`config.mk`:
```
export PLATFORM = sky130hd
export DESIGN_NAME = muldiv_unit_flat
export DESIGN_NICKNAME = d
export VERILOG_FILES = /design/src/rtl/muldiv_unit_if.sv /design/src/rtl/muldiv_unit.sv /design/src/flat_wrapper.sv
export SDC_FILE = /design/constraint.sdc
export NUM_CORES = 1
export LEC_CHECK = 0
export BUFFER_PORTS_ARGS = -buffer_cell sky130_fd_sc_hd__buf_2
export CAP_MARGIN = 20
export CELL_PAD_IN_SITES_DETAIL_PLACEMENT = 0
export CELL_PAD_IN_SITES_GLOBAL_PLACEMENT = 1
export CORE_ASPECT_RATIO = 0.7
export CORE_MARGIN = 4
export CORE_UTILIZATION = 25
export DETAILED_ROUTE_END_ITERATION = 12
export HOLD_SLACK_MARGIN = 0.06
export MAX_ROUTING_LAYER = met4
export PLACE_DENSITY_LB_ADDON = 0.08
export RECOVER_POWER = 100
export SETUP_SLACK_MARGIN = 0.15
export SLEW_MARGIN = 10
export SYNTH_ARGS = -nofsm -noshare
export SYNTH_HDL_FRONTEND = slang
export SYNTH_SLANG_ARGS = --single-unit
```
`constraint.sdc`:
```
create_clock -name clk -period 6.05 [get_ports clk]
set_input_delay 1.21 -clock clk [delete_from_list [all_inputs] [get_ports clk]]
set_output_delay 1.21 -clock clk [all_outputs]
set_load 0.05 [all_outputs]
```
`src/rtl/muldiv_unit_if.sv`:
```
// ----------------------------------------------------------------------------
// muldiv_unit_if
// Bundle between the execute stage and the multiply/divide unit.
//   start      : operation strobe, sampled on the rising clock edge
//   muldiv_op  : 000 none, 001 MULT, 010 MULTU, 011 DIV, 100 DIVU,
//                101 MTHI, 110 MTLO, 111 reserved
//   a, b       : rs / rt operands
//   flush      : pipeline flush, aborts any in-flight operation
//   busy       : stall request back to the pipeline registers
//   done       : one-cycle completion pulse
//   hi, lo     : architectural HI/LO registers
// master = execute stage, slave = muldiv_unit.
// ----------------------------------------------------------------------------
interface muldiv_unit_if #(parameter int WIDTH = 32);
    logic             start;
    logic [2:0]       muldiv_op;
    logic [WIDTH-1:0] a;
    logic [WIDTH-1:0] b;
    logic             flush;
    logic             busy;
    logic             done;
    logic [WIDTH-1:0] hi;
    logic [WIDTH-1:0] lo;

    modport master (
        output start, muldiv_op, a, b, flush,
        input  busy, done, hi, lo
    );

    modport slave (
        input  start, muldiv_op, a, b, flush,
        output busy, done, hi, lo
    );
endinterface

```
`src/rtl/muldiv_unit.sv`:
```
// ----------------------------------------------------------------------------
// muldiv_unit
// Iterative MIPS-style multiply/divide unit with HI/LO registers.
// Multiplies use radix-2 shift-add, divides use restoring shift-subtract,
// both on operand magnitudes in a 2*WIDTH accumulator, one bit per cycle.
// Signs are re-applied in a final FIX state that also writes HI/LO.
//   clk   : rising-edge clock
//   rst_n : asynchronous active-low reset
//   bus   : muldiv_unit_if.slave (start/op/operands/flush in,
//           busy/done/hi/lo out)
// Timing: start sampled at edge 0, busy for the next 33 cycles
// (32 CALC + 1 FIX), HI/LO and a done pulse appear right after the FIX edge.
// ----------------------------------------------------------------------------
module muldiv_unit #(
    parameter int WIDTH = 32
) (
    input  logic         clk,
    input  logic         rst_n,
    muldiv_unit_if.slave bus
);
    localparam int CNT_W = $clog2(WIDTH);
    localparam logic [CNT_W-1:0] LAST_ITER = CNT_W'(WIDTH - 1);

    localparam logic [2:0] OP_MULT  = 3'b001;
    localparam logic [2:0] OP_MULTU = 3'b010;
    localparam logic [2:0] OP_DIV   = 3'b011;
    localparam logic [2:0] OP_DIVU  = 3'b100;
    localparam logic [2:0] OP_MTHI  = 3'b101;
    localparam logic [2:0] OP_MTLO  = 3'b110;

    typedef enum logic [1:0] {IDLE, CALC, FIX} state_t;

    state_t             state_reg;
    logic               busy_reg;
    logic               done_reg;
    logic [WIDTH-1:0]   hi_reg;
    logic [WIDTH-1:0]   lo_reg;
    logic [2*WIDTH-1:0] acc_reg;
    logic [WIDTH-1:0]   opb_reg;        // |B|: multiplicand or divisor
    logic [CNT_W-1:0]   cnt_reg;
    logic               is_div_reg;
    logic               neg_a_reg;
    logic               neg_b_reg;
    logic               div_zero_reg;

    // ------------------------------------------------------------------
    // Operand decode and magnitudes
    // ------------------------------------------------------------------
    logic             op_signed;
    logic             a_neg;
    logic             b_neg;
    logic [WIDTH-1:0] a_mag;
    logic [WIDTH-1:0] b_mag;

    always_comb begin
        op_signed = (bus.muldiv_op == OP_MULT) || (bus.muldiv_op == OP_DIV);
        a_neg     = op_signed & bus.a[WIDTH-1];
        b_neg     = op_signed & bus.b[WIDTH-1];
        a_mag     = a_neg ? (~bus.a + 1'b1) : bus.a;
        b_mag     = b_neg ? (~bus.b + 1'b1) : bus.b;
    end

    // ------------------------------------------------------------------
    // One iteration of each algorithm
    // ------------------------------------------------------------------
    logic [WIDTH:0]     mul_sum;
    logic [2*WIDTH-1:0] mul_next;
    logic [WIDTH:0]     div_upper;
    logic [WIDTH:0]     div_diff;
    logic [2*WIDTH-1:0] div_next;

    always_comb begin
        // Multiply: acc = {partial product, remaining multiplier bits}.
        // The carry out of the add becomes the new top bit after the shift.
        mul_sum  = {1'b0, acc_reg[2*WIDTH-1:WIDTH]}
                 + (acc_reg[0] ? {1'b0, opb_reg} : {(WIDTH+1){1'b0}});
        mul_next = {mul_sum, acc_reg[WIDTH-1:1]};

        // Divide: acc = {partial remainder, dividend/quotient bits}.
        // The shifted remainder needs WIDTH+1 bits; a set top bit of the
        // difference means the trial subtract went negative (restore).
        div_upper = acc_reg[2*WIDTH-1:WIDTH-1];
        div_diff  = div_upper - {1'b0, opb_reg};
        if (!div_diff[WIDTH]) begin
            div_next = {div_diff[WIDTH-1:0], acc_reg[WIDTH-2:0], 1'b1};
        end else begin
            div_next = {acc_reg[2*WIDTH-2:0], 1'b0};
        end
    end

    // ------------------------------------------------------------------
    // Sign correction applied in FIX
    // ------------------------------------------------------------------
    logic [2*WIDTH-1:0] prod_fix;
    logic [WIDTH-1:0]   quot_fix;
    logic [WIDTH-1:0]   rem_fix;
    logic               neg_res;

    always_comb begin
        neg_res  = neg_a_reg ^ neg_b_reg;
        prod_fix = neg_res ? (~acc_reg + 1'b1) : acc_reg;
        // With a zero divisor every trial subtract succeeds and the
        // remainder ends up as |A|; restoring A's sign gives A back, so
        // only the quotient needs forcing to all ones.
        if (div_zero_reg) begin
            quot_fix = {WIDTH{1'b1}};
        end else begin
            quot_fix = neg_res ? (~acc_reg[WIDTH-1:0] + 1'b1)
                               : acc_reg[WIDTH-1:0];
        end
        rem_fix = neg_a_reg ? (~acc_reg[2*WIDTH-1:WIDTH] + 1'b1)
                            : acc_reg[2*WIDTH-1:WIDTH];
    end

    // ------------------------------------------------------------------
    // Control FSM with registered outputs
    // ------------------------------------------------------------------
    always_ff @(posedge clk or negedge rst_n) begin
        if (!rst_n) begin
            state_reg    <= IDLE;
            busy_reg     <= 1'b0;
            done_reg     <= 1'b0;
            hi_reg       <= '0;
            lo_reg       <= '0;
            acc_reg      <= '0;
            opb_reg      <= '0;
            cnt_reg      <= '0;
            is_div_reg   <= 1'b0;
            neg_a_reg    <= 1'b0;
            neg_b_reg    <= 1'b0;
            div_zero_reg <= 1'b0;
        end else begin
            done_reg <= 1'b0;
            if (bus.flush) begin
                // Flush wins over start and over any in-flight work.
                state_reg <= IDLE;
                busy_reg  <= 1'b0;
            end else begin
                case (state_reg)
                    IDLE: begin
                        if (bus.start) begin
                            case (bus.muldiv_op)
                                OP_MULT, OP_MULTU, OP_DIV, OP_DIVU: begin
                                    acc_reg      <= {{WIDTH{1'b0}}, a_mag};
                                    opb_reg      <= b_mag;
                                    neg_a_reg    <= a_neg;
                                    neg_b_reg    <= b_neg;
                                    is_div_reg   <= (bus.muldiv_op == OP_DIV) ||
                                                    (bus.muldiv_op == OP_DIVU);
                                    div_zero_reg <= (bus.b == '0);
                                    cnt_reg      <= '0;
                                    busy_reg     <= 1'b1;
                                    state_reg    <= CALC;
                                end
                                OP_MTHI: hi_reg <= bus.a;
                                OP_MTLO: lo_reg <= bus.a;
                                default: ;
                            endcase
                        end
                    end
                    CALC: begin
                        acc_reg <= is_div_reg ? div_next : mul_next;
                        cnt_reg <= cnt_reg + 1'b1;
                        if (cnt_reg == LAST_ITER) begin
                            state_reg <= FIX;
                        end
                    end
                    FIX: begin
                        if (is_div_reg) begin
                            hi_reg <= rem_fix;
                            lo_reg <= quot_fix;
                        end else begin
                            hi_reg <= prod_fix[2*WIDTH-1:WIDTH];
                            lo_reg <= prod_fix[WIDTH-1:0];
                        end
                        done_reg  <= 1'b1;
                        busy_reg  <= 1'b0;
                        state_reg <= IDLE;
                    end
                    default: begin
                        busy_reg  <= 1'b0;
                        state_reg <= IDLE;
                    end
                endcase
            end
        end
    end

    assign bus.busy = busy_reg;
    assign bus.done = done_reg;
    assign bus.hi   = hi_reg;
    assign bus.lo   = lo_reg;

endmodule

```
`src/flat_wrapper.sv`:
```
// flat-port wrapper written by rule: the top's interface ports become plain ports
module muldiv_unit_flat 
#(
    parameter int WIDTH = 32
)
  (clk, rst_n, bus_start, bus_muldiv_op, bus_a, bus_b, bus_flush, bus_busy, bus_done, bus_hi, bus_lo);
  muldiv_unit_if #(.WIDTH(WIDTH)) bus_i ();
  input  logic clk;
  input  logic rst_n;
  input wire logic [$bits(bus_i.start)-1:0] bus_start;
  input wire logic [$bits(bus_i.muldiv_op)-1:0] bus_muldiv_op;
  input wire logic [$bits(bus_i.a)-1:0] bus_a;
  input wire logic [$bits(bus_i.b)-1:0] bus_b;
  input wire logic [$bits(bus_i.flush)-1:0] bus_flush;
  output wire logic [$bits(bus_i.busy)-1:0] bus_busy;
  output wire logic [$bits(bus_i.done)-1:0] bus_done;
  output wire logic [$bits(bus_i.hi)-1:0] bus_hi;
  output wire logic [$bits(bus_i.lo)-1:0] bus_lo;
  assign bus_i.start = bus_start;
  assign bus_i.muldiv_op = bus_muldiv_op;
  assign bus_i.a = bus_a;
  assign bus_i.b = bus_b;
  assign bus_i.flush = bus_flush;
  assign bus_busy = bus_i.busy;
  assign bus_done = bus_i.done;
  assign bus_hi = bus_i.hi;
  assign bus_lo = bus_i.lo;
  muldiv_unit #(.WIDTH(WIDTH)) u_core (.clk(clk), .rst_n(rst_n), .bus(bus_i));
endmodule
```
==> metrics.yaml, run 1 <==
drt-wirelength-per-cell_um: 21.96
rrSetupSlack_ns: 1.37
yosysMostFrequentCell: "o21ai_0"
whs_ns: 0.4779
grt_max_degree: 83
whs_path_depth: 2
grt_pass1_wl_mm: 88.49
cts_tree: "done"
nNetsFinal: 2043
dr.pass1.iters: 5
synth_cell_types: 72
rsz0062_at_grt: "false"
clock_power_share: 0.150
final_area_um2: 16220
drt-total-wl_mm: 58.27
power_density_nw_per_um2: 480.1
num_rows: 72
synth_edf_count: 0
fmax_mhz: 199.1
clk_latency_ns: 0.46
cp.arrival_ns: 5.31
fin_tns_setup_ns: 0
drtIter0Drc: 1212
critPathMaxFanout: 60
holdPathEnd: "u_core.bus.lo[8]"
htreeDepth: 4
die_area_um2: 60950
p_leak_nw: 7.110
synthFlopType: "dfrtp_1"
violations: "capacitance limit, slew limit"
p_seq_frac: 0.264
min_from: "u_core.bus.lo[8]"
switching_power_mw: 4.042
power_mw: 7.788
io-pin-count: 137
routabilityCongestion: 0.8673
synth_seq_cells: 173
crit_path_end_kind: "register"
post-route-util: 0.2905
area_growth_pct: 13.84
rr_startpoint: "u_core.state_reg[1]"
reg2reg_depth: 6
path_class: "in -> reg"
final_hold_viol_count: 0
antenna_left: 0
avgSynthCellArea_um2: 7.826
yosysWarnings: 0
ir_drop_mv: 0.2229
required_ns: 6.34
die_h_um: 207.8
syn-instance-count: 1821
drive_above_1_share: 0.07061
coreArea_um2: 55850
antenna_found_initial: 1
via_per_inst: 5.227
hold_path.class: "reg -> reg"
route.detailed.drc: 0
p_comb_frac: 0.586
cts_resized: 0
cts_buffers: 17
drv_cap: 6
min_period_over_period: 0.8302
yosys-top-cells-area: "dfrtp_1 (30%), o21ai_0 (8.0%), ha_1 (6.1%), xnor2_1 (5.7%), nand2_1 (5.4%)"
placed_area_um2: 15780
netlist_area_um2: 14250
grtUsageTotal: 0.1946
grt_overflow: 0
vias: 13870
yosysTopAreaCellShare: 0.3038
status: "complete, but fails checks"
setup_violations: 0
max_slew.worst_pin.slew_ns: 3.100
cts-root-buf: "clkbuf_16"
synth_largest_area_cell: "dfrtp_1"
synthTopCellsByCount: "o21ai_0 (227), nand2_1 (206), dfrtp_1 (173)"
start_kind: "primary input"
initial_utilization: 0.2552
postCtsHoldBufs: 0
synth_fp_nets: 1964
clock-sinks: 173
grt_pass1_vias: 13490
ys_seq_area_frac: 0.3038
internal-power_mw: 3.746
r2r-end: "u_core.bus.lo[29]"
die_w_um: 293.4
regArea_um2: 4330
multiInputGateArea_um2: 9354
nFillCells: 6165
slew_violations: 244
fin_crit_ns: 5.023
hpwl_mm: 44.14
path_clk_slew_ns: 0.07
relSlewSlack: -1.067
fin_skew_ns: 0.01344
swShare: 0.5190
io_buffers: 136
largest_register_ffs: 64
ys_async_sr_fraction: 1.000
post-cts-setup-buffer-count: 0
clk_path_buf_depth: 2
-- kinds of logic (layout without fill, tap and decap cells) --
group,after synthesis,after routing,share of synthesized area
flops,173,173,0.3038
xor+xnor,173,173,0.1063
simple gates,589,589,0.1947
compound gates,603,603,0.2562
buf+inv,168,259,0.04434
other cells,0,1,0
fa+ha+maj,72,72,0.06427
mux,43,43,0.03038
-- through the flow --
stage	std cells	setup slack [ns]
after detailed placement	2621	1.646
after floorplan	1821	2.216
after CTS	2652	1.626
after global placement	2619	1.656
after global routing	2652	0.6911
final	2653	1.027
-- worst max path at each step --
stage	startpoint	endpoint	slack, ns	cells after the start
2_1_floorplan	bus_a[0]	u_core.acc_reg[28]	2.22	11
3_5_place_dp	u_core.acc_reg[0]	u_core.acc_reg[62]	1.65	12
3_3_place_gp	bus_a[1]	u_core.acc_reg[28]	1.66	13
4_1_cts	u_core.acc_reg[0]	u_core.acc_reg[62]	1.63	12
6_report	bus_muldiv_op[0]	u_core.acc_reg[2]	1.03	8
5_1_grt	bus_muldiv_op[0]	u_core.acc_reg[2]	0.69	8
-- cell usage in the layout, fill, tap and decap left out, types with 16 or more instances in the layout --
| master | Yosys | layout |
|---|---|---|
| ha_1 | 70 | 70 |
| and3_1 | 26 | 26 |
| nand2_1 | 206 | 206 |
| buf_2 | 1 | 65 |
| nand3_1 | 23 | 23 |
| mux2i_1 | 41 | 41 |
| a22oi_1 | 24 | 24 |
| clkbuf_1 | 93 | 85 |
| a21o_1 | 28 | 28 |
| o22ai_1 | 33 | 33 |
| nor3_1 | 52 | 52 |
| or3_1 | 18 | 18 |
| o21ai_0 | 227 | 226 |
| xor2_1 | 80 | 80 |
| a31oi_1 | 20 | 20 |
| xnor2_1 | 93 | 92 |
| inv_1 | 61 | 61 |
| nor2_1 | 154 | 154 |
| or4_1 | 16 | 16 |
| clkbuf_16 | 0 | 17 |
| dfrtp_1 | 173 | 172 |
| o31ai_1 | 25 | 25 |
| a21oi_1 | 138 | 137 |
| nand2b_1 | 18 | 18 |
-- critical path, cell delays in order --
cell and delay, ns:
clkbuf_1 0.21, nor2_1 0.10, xnor2_1 0.14, and2_0 0.23, o21ai_4 0.13, clkbuf_1 1.83, clkbuf_2 1.15, o21ai_0 0.24
-- power groups by stage --
stage | Clock, mW | Combinational (mW) | Sequential [mW]
2_1_floorplan | 0 | 3.01 | 2.16
3_3_place_gp | 0 | 4.58 | 2.07
3_5_place_dp | 0 | 4.56 | 2.07
4_1_cts | 1.21 | 4.59 | 2.05
5_1_grt | 1.26 | 5.05 | 2.12
6_report | 1.17 | 4.57 | 2.05
-- layout make-up --
type                    count  area share
clock buffers              22     0.02923
inverters                  63     0.01458
flip-flops and latches    173      0.2669
well taps                 740     0.05707
clock inverters             9    0.006864
diodes                      1   0.0001542
multi-input cells        1480      0.5766
repair buffers            165     0.04859
-- metal layers --
layer	global-route usage	up-vias	share of wire
met5	-	-	0
met4	0.03054	0	0.0086
met3	0.02791	22	0.038
met2	0.2681	270	0.40
met1	0.3018	6835	0.55
li1	-	6739	-
No activity file was read; power rests on OpenSTA's default activity.
==> run 2, diff against run 1 <==
- clock period: 6.05 -> 4.9 ns (I/O delays scaled with it)
==> metrics.yaml, run 2 (synthesized netlist as in run 1, its figures left out) <==
postCtsHoldBufs: 0  # unchanged
ir_drop_mv: 0.2619  # +17%
cts_buffers: 17  # unchanged
drive_above_1_share: 0.07477  # +0.004160
hpwl_mm: 44.05  # -0.20%
cp.arrival_ns: 4.80  # -0.51 ns
grtUsageTotal: 0.1946  # about the same
drtIter0Drc: 1161  # -4.2%
largest_register_ffs: 64  # unchanged
path_class: "reg -> reg"
multiInputGateArea_um2: 9309  # -0.48%
cts_resized: 0  # unchanged
power_density_nw_per_um2: 594.4  # +24%
antenna_found_initial: 1  # unchanged
die_h_um: 207.8  # unchanged
p_leak_nw: 7.160  # +0.71%
busiest_layer: "met1"
instances_no_fill: 2667  # +0.53%
status: "complete, but fails checks"
min_period_over_period: 0.9002
final_common_cell: "o21ai_0"
drv_cap: 3  # -3
fin_tns_setup_ns: 0  # unchanged
clk_path_buf_depth: 2  # unchanged
fmax_mhz: 226.7
dr.pass1.iters: 5  # unchanged
io-pin-count: 137  # unchanged
final_cell_mix: "o21ai_0 (226), nand2_1 (206), dfrtp_1 (172)"
grt_pass1_wl_mm: 88.51  # about the same
met1_usage: 0.3057  # +0.003919
io_buffers: 136  # unchanged
area_growth_pct: 14.08
critPathMaxFanout: 19  # -68%
setup_violations: 0  # unchanged
die_w_um: 293.4  # unchanged
fin_skew_ns: 0.01065  # -0.002792 ns
die_area_um2: 60950  # unchanged
gr-usage-met2: 0.2598  # -0.008268
drt-wirelength-per-cell_um: 21.81  # -0.68%
power_mw: 9.663  # +24%
antenna_left: 0  # unchanged
crit_path_end_kind: "register"
via_per_inst: 5.188  # -0.73%
num_rows: 72  # unchanged
routabilityCongestion: 0.8386  # -3.3%
clk_latency_ns: 0.47  # about the same
vias: 13840  # -0.21%
cts_tree: "done"
grt_use_met3: 0.03251  # +0.004599
final_hold_viol_count: 0  # unchanged
grt_overflow: 0  # unchanged
slew_violations: 108  # -56%
cts-root-buf: "clkbuf_16"
dp.cells: 2633  # +0.46%
fin_crit_ns: 4.411
rsz0062_at_grt: "false"
route.detailed.drc: 0  # unchanged
post-cts-setup-buffer-count: 0  # unchanged
relSlewSlack: -0.6375  # +0.4294
max_slew.worst_pin.slew_ns: 2.456  # -0.6441 ns
coreArea_um2: 55850  # unchanged
hold_path.class: "reg -> reg"
htreeDepth: 4  # unchanged
clock-sinks: 173  # unchanged
post-route-util: 0.2911  # +0.0006270
grt_max_degree: 115  # +39%
drt-total-wl_mm: 58.18  # -0.15%
path_clk_slew_ns: 0.08  # about the same
grt_pass1_vias: 13430  # -0.42%
nFillCells: 6120  # -0.73%
regArea_um2: 4330  # unchanged
required_ns: 5.29  # -1.05 ns
start_kind: "register"
initial_utilization: 0.2552  # unchanged
violations: "capacitance limit, slew limit"
nNetsFinal: 2056  # +0.64%
==> run 2: cell count changes in the layout (fill, tap and decap cells not counted), sizes merged <==
cell and delta:
buf +12, clkinv +3, clkbuf -2, inv +2, bufinv -1
==> run 2: metrics by stage <==
step | cell area, um^2 | setup slack [ns] | hold WS [ns]
final | 16260 | 0.4891 | 0.4801
after CTS | 16440 | 0.6734 | 0.4886
after global routing | 16260 | 0.1567 | 0.5150
after detailed placement | 15880 | 0.7087 | 0.4695
after global placement | 15860 | 0.7828 | 0.4596
after floorplan | 14250 | 1.296 | 0.4436
==> run 2: final cells by class <==
cell class	instances	area share
flip-flops and latches	173	0.2664
inverters	63	0.01455
clock inverters	13	0.007157
clock buffers	19	0.02724
repair buffers	178	0.05503
diodes	1	0.0001539
well taps	740	0.05695
multi-input cells	1480	0.5726
==> run 2: path summary, 6_finish.rpt <==
kind                              startpoint                  to  slack (ns)  depth (start not counted)
min                        u_core.bus.lo[23]   u_core.bus.lo[23]        0.48                          2
max                        u_core.acc_reg[0]   u_core.bus.hi[20]        0.49                         14
min reg2reg                u_core.bus.lo[23]   u_core.bus.lo[23]        0.48                          2
max reg2reg                u_core.acc_reg[0]   u_core.bus.hi[20]        0.49                         14
min in group asynchronous              rst_n   u_core.opb_reg[8]        1.27                          1
max in group asynchronous              rst_n  u_core.acc_reg[24]        1.28                          3
==> run 2: metal layers <==
| metal | wire [um] | up-vias |
|---|---|---|
| met3 | 2371 | 36 |
| met4 | 637 | 0 |
| met1 | 31820 | 6767 |
| met5 | 0 | - |
| met2 | 23340 | 275 |
| li1 | - | 6759 |
==> run 2: worst max-delay path, stage by stage (launching register included) <==
cell	delay [ns]
dfrtp_1	0.46
inv_1	0.52
clkbuf_1	0.23
ha_1	0.25
nor2b_1	0.24
nand3_1	0.11
clkbuf_1	0.27
nor3_1	0.20
clkbuf_1	0.44
a31oi_1	0.35
nor2_1	0.46
a21oi_1	0.15
xor2_1	0.31
mux2i_1	0.12
o21ai_0	0.18
==> run 2: power by group <==
| part | total [mW] | switching, mW | internal (mW) |
|---|---|---|---|
| Combinational | 5.78 | 3.73 | 2.05 |
| Clock | 1.41 | 0.689 | 0.717 |
| Sequential | 2.47 | 0.644 | 1.83 |
==> run 3, diff against run 2 <==
- clock period: 4.9 -> 3.75 ns (I/O delays scaled with it)
==> metrics.yaml, run 3 (synthesized netlist as in run 1, its figures left out) <==
violations: "capacitance limit, slew limit"
htreeDepth: 4  # unchanged
crit_chain: "inv_2 -> ha_2 -> fa_1 -> nand2b_1 -> a21oi_1 -> o31a_1 -> a211o_1 -> a311o_1 -> and3_1 -> nor2_4 -> buf_12 -> nand2_1 -> o221ai_1"
io_buffers: 136  # unchanged
final_hold_viol_count: 0  # unchanged
path_class: "reg -> reg"
drtIter0Drc: 1038  # -11%
cp.arrival_ns: 3.85  # -0.95 ns
whs_path_depth: 2  # unchanged
relSlewSlack: -0.5906  # +0.04690
fin_skew_ns: 0.01912  # +0.008478 ns
min_from: "u_core.bus.lo[8]"
crit_path_end_kind: "register"
hpwl_mm: 45.35  # +3.0%
clk_path_buf_depth: 2  # unchanged
drt-total-wl_mm: 59.34  # +2.0%
fin_tns_setup_ns: 0  # unchanged
antenna_left: 0  # unchanged
required_ns: 4.13  # -1.16 ns
status: "complete, but fails checks"
cts-root-buf: "clkbuf_16"
final_cell_mix: "o21ai_0 (223), nand2_1 (206), dfrtp_1 (172)"
reg2reg_depth: 13  # -1
start_kind: "register"
die_w_um: 293.4  # unchanged
grt_max_degree: 103  # -10%
drt-wirelength-per-cell_um: 21.45  # -1.7%
coreArea_um2: 55850  # unchanged
grt_overflow: 0  # unchanged
grt_pass1_wl_mm: 90.55  # +2.3%
nNetsFinal: 2157  # +4.9%
setup_violations: 0  # unchanged
rsz0062_at_grt: "true"
initial_utilization: 0.2552  # unchanged
num_rows: 72  # unchanged
post-route-util: 0.3081  # +0.01698
vias: 14170  # +2.4%
grt_pass1_vias: 14000  # +4.2%
crit_family: "compound AO/OA/AOI/OAI gates"
holdPathEnd: "u_core.bus.lo[8]"
cp_slowest_cell: "a311o_1"
slew_violations: 205  # +90%
drv_cap: 3  # unchanged
ir_drop_mv: 0.3654  # +40%
rr_startpoint: "u_core.acc_reg[31]"
nFillCells: 6136  # +0.26%
cts_buffers: 17  # unchanged
rrSetupSlack_ns: 0.28  # -0.21 ns
max_slew.worst_pin.slew_ns: 2.386  # -0.07035 ns
critPathMaxFanout: 9  # -10
antenna_found_initial: 0  # -1
cts_tree: "done"
dr.pass1.iters: 7  # +2
clk_latency_ns: 0.47  # about the same
r2r-end: "u_core.acc_reg[58]"
area_growth_pct: 20.74
hold_path.class: "reg -> reg"
startpoint: "u_core.acc_reg[31]"
num_antenna_cells: 0  # -1
power_density_nw_per_um2: 786.5  # +32%
drive_above_1_share: 0.1332  # +0.05844
final_common_cell: "o21ai_0"
crit_buf_inv: 2  # -2
die_area_um2: 60950  # unchanged
routabilityCongestion: 0.8638  # +3.0%
path_clk_slew_ns: 0.08  # about the same
die_h_um: 207.8  # unchanged
fmax_mhz: 288.4  # +27%
fin_crit_ns: 3.467  # -0.9437 ns
power_mw: 13.53  # +40%
p_leak_nw: 7.721  # +7.8%
via_per_inst: 5.121  # -1.3%
min_period_over_period: 0.9246  # +0.02441
grtUsageTotal: 0.1993  # +0.004609
clock-sinks: 173  # unchanged
io-pin-count: 137  # unchanged
max_stage_delay_ns: 0.44  # -0.08 ns
largest_register_ffs: 64  # unchanged
route.detailed.drc: 0  # unchanged
run 3: where the power goes:
| part | switching [mW] | internal, mW |
|---|---|---|
| combinational | 5.28 | 3.26 |
| clock | 0.897 | 1.06 |
| sequential | 0.631 | 2.40 |
run 3: worst max path at each step:
stage                                    end  depth (start not counted)
after floorplan           u_core.acc_reg[62]                         14
after global placement    u_core.acc_reg[28]                         15
after detailed placement  u_core.acc_reg[28]                         15
after CTS                 u_core.acc_reg[63]                         11
after global routing      u_core.acc_reg[48]                         14
final                     u_core.acc_reg[58]                         13
run 3: area by class of cell:
| class | instances | area, um^2 | share of cell area |
|---|---|---|---|
| clock inverter | 10 | 123.9 | 0.007199 |
| multi-input combinational | 1480 | 9420 | 0.5475 |
| sequential | 173 | 4330 | 0.2517 |
| inverter | 63 | 236.5 | 0.01374 |
| timing repair buffer | 279 | 1685 | 0.09795 |
| tap | 740 | 925.9 | 0.05381 |
| clock buffer | 22 | 484.2 | 0.02814 |
run 3: per-stage QoR:
stage	worst slack, ns	hold slack [ns]	instance area (um^2)	std cells
after floorplan	0.3409	0.4436	14250	1821
after global placement	0.04331	0.4594	16680	2735
after detailed placement	0.02873	0.4687	16680	2735
after CTS	0.2088	0.3603	17290	2767
after global routing	0.07512	0.4978	17210	2767
final	0.2828	0.4820	17210	2767
run 3: repair_timing:
| action | CTS | global route |
|---|---|---|
| setup buffers | 0 | 0 |
| gates resized for setup | 1 | 28 |
| endpoints found under the setup margin | 1 | 32 |
| hold buffers | 0 | 0 |
| pin swaps | 0 | 5 |
run 3: per-layer routing:
layer,vias to the layer above,wire length [um],part of all wire,track usage
li1,6949,-,-,-
met1,6923,32850,0.55,0.3134
met2,268,23900,0.40,0.2715
met3,30,2035,0.034,0.02631
met4,0,556,0.0094,0.03021
met5,-,0,0,-
run 3: worst min-delay path: stages, from the launching register on:
cell and delay, ns:
dfrtp_1 0.35, nand2_1 0.05, o21ai_0 0.06
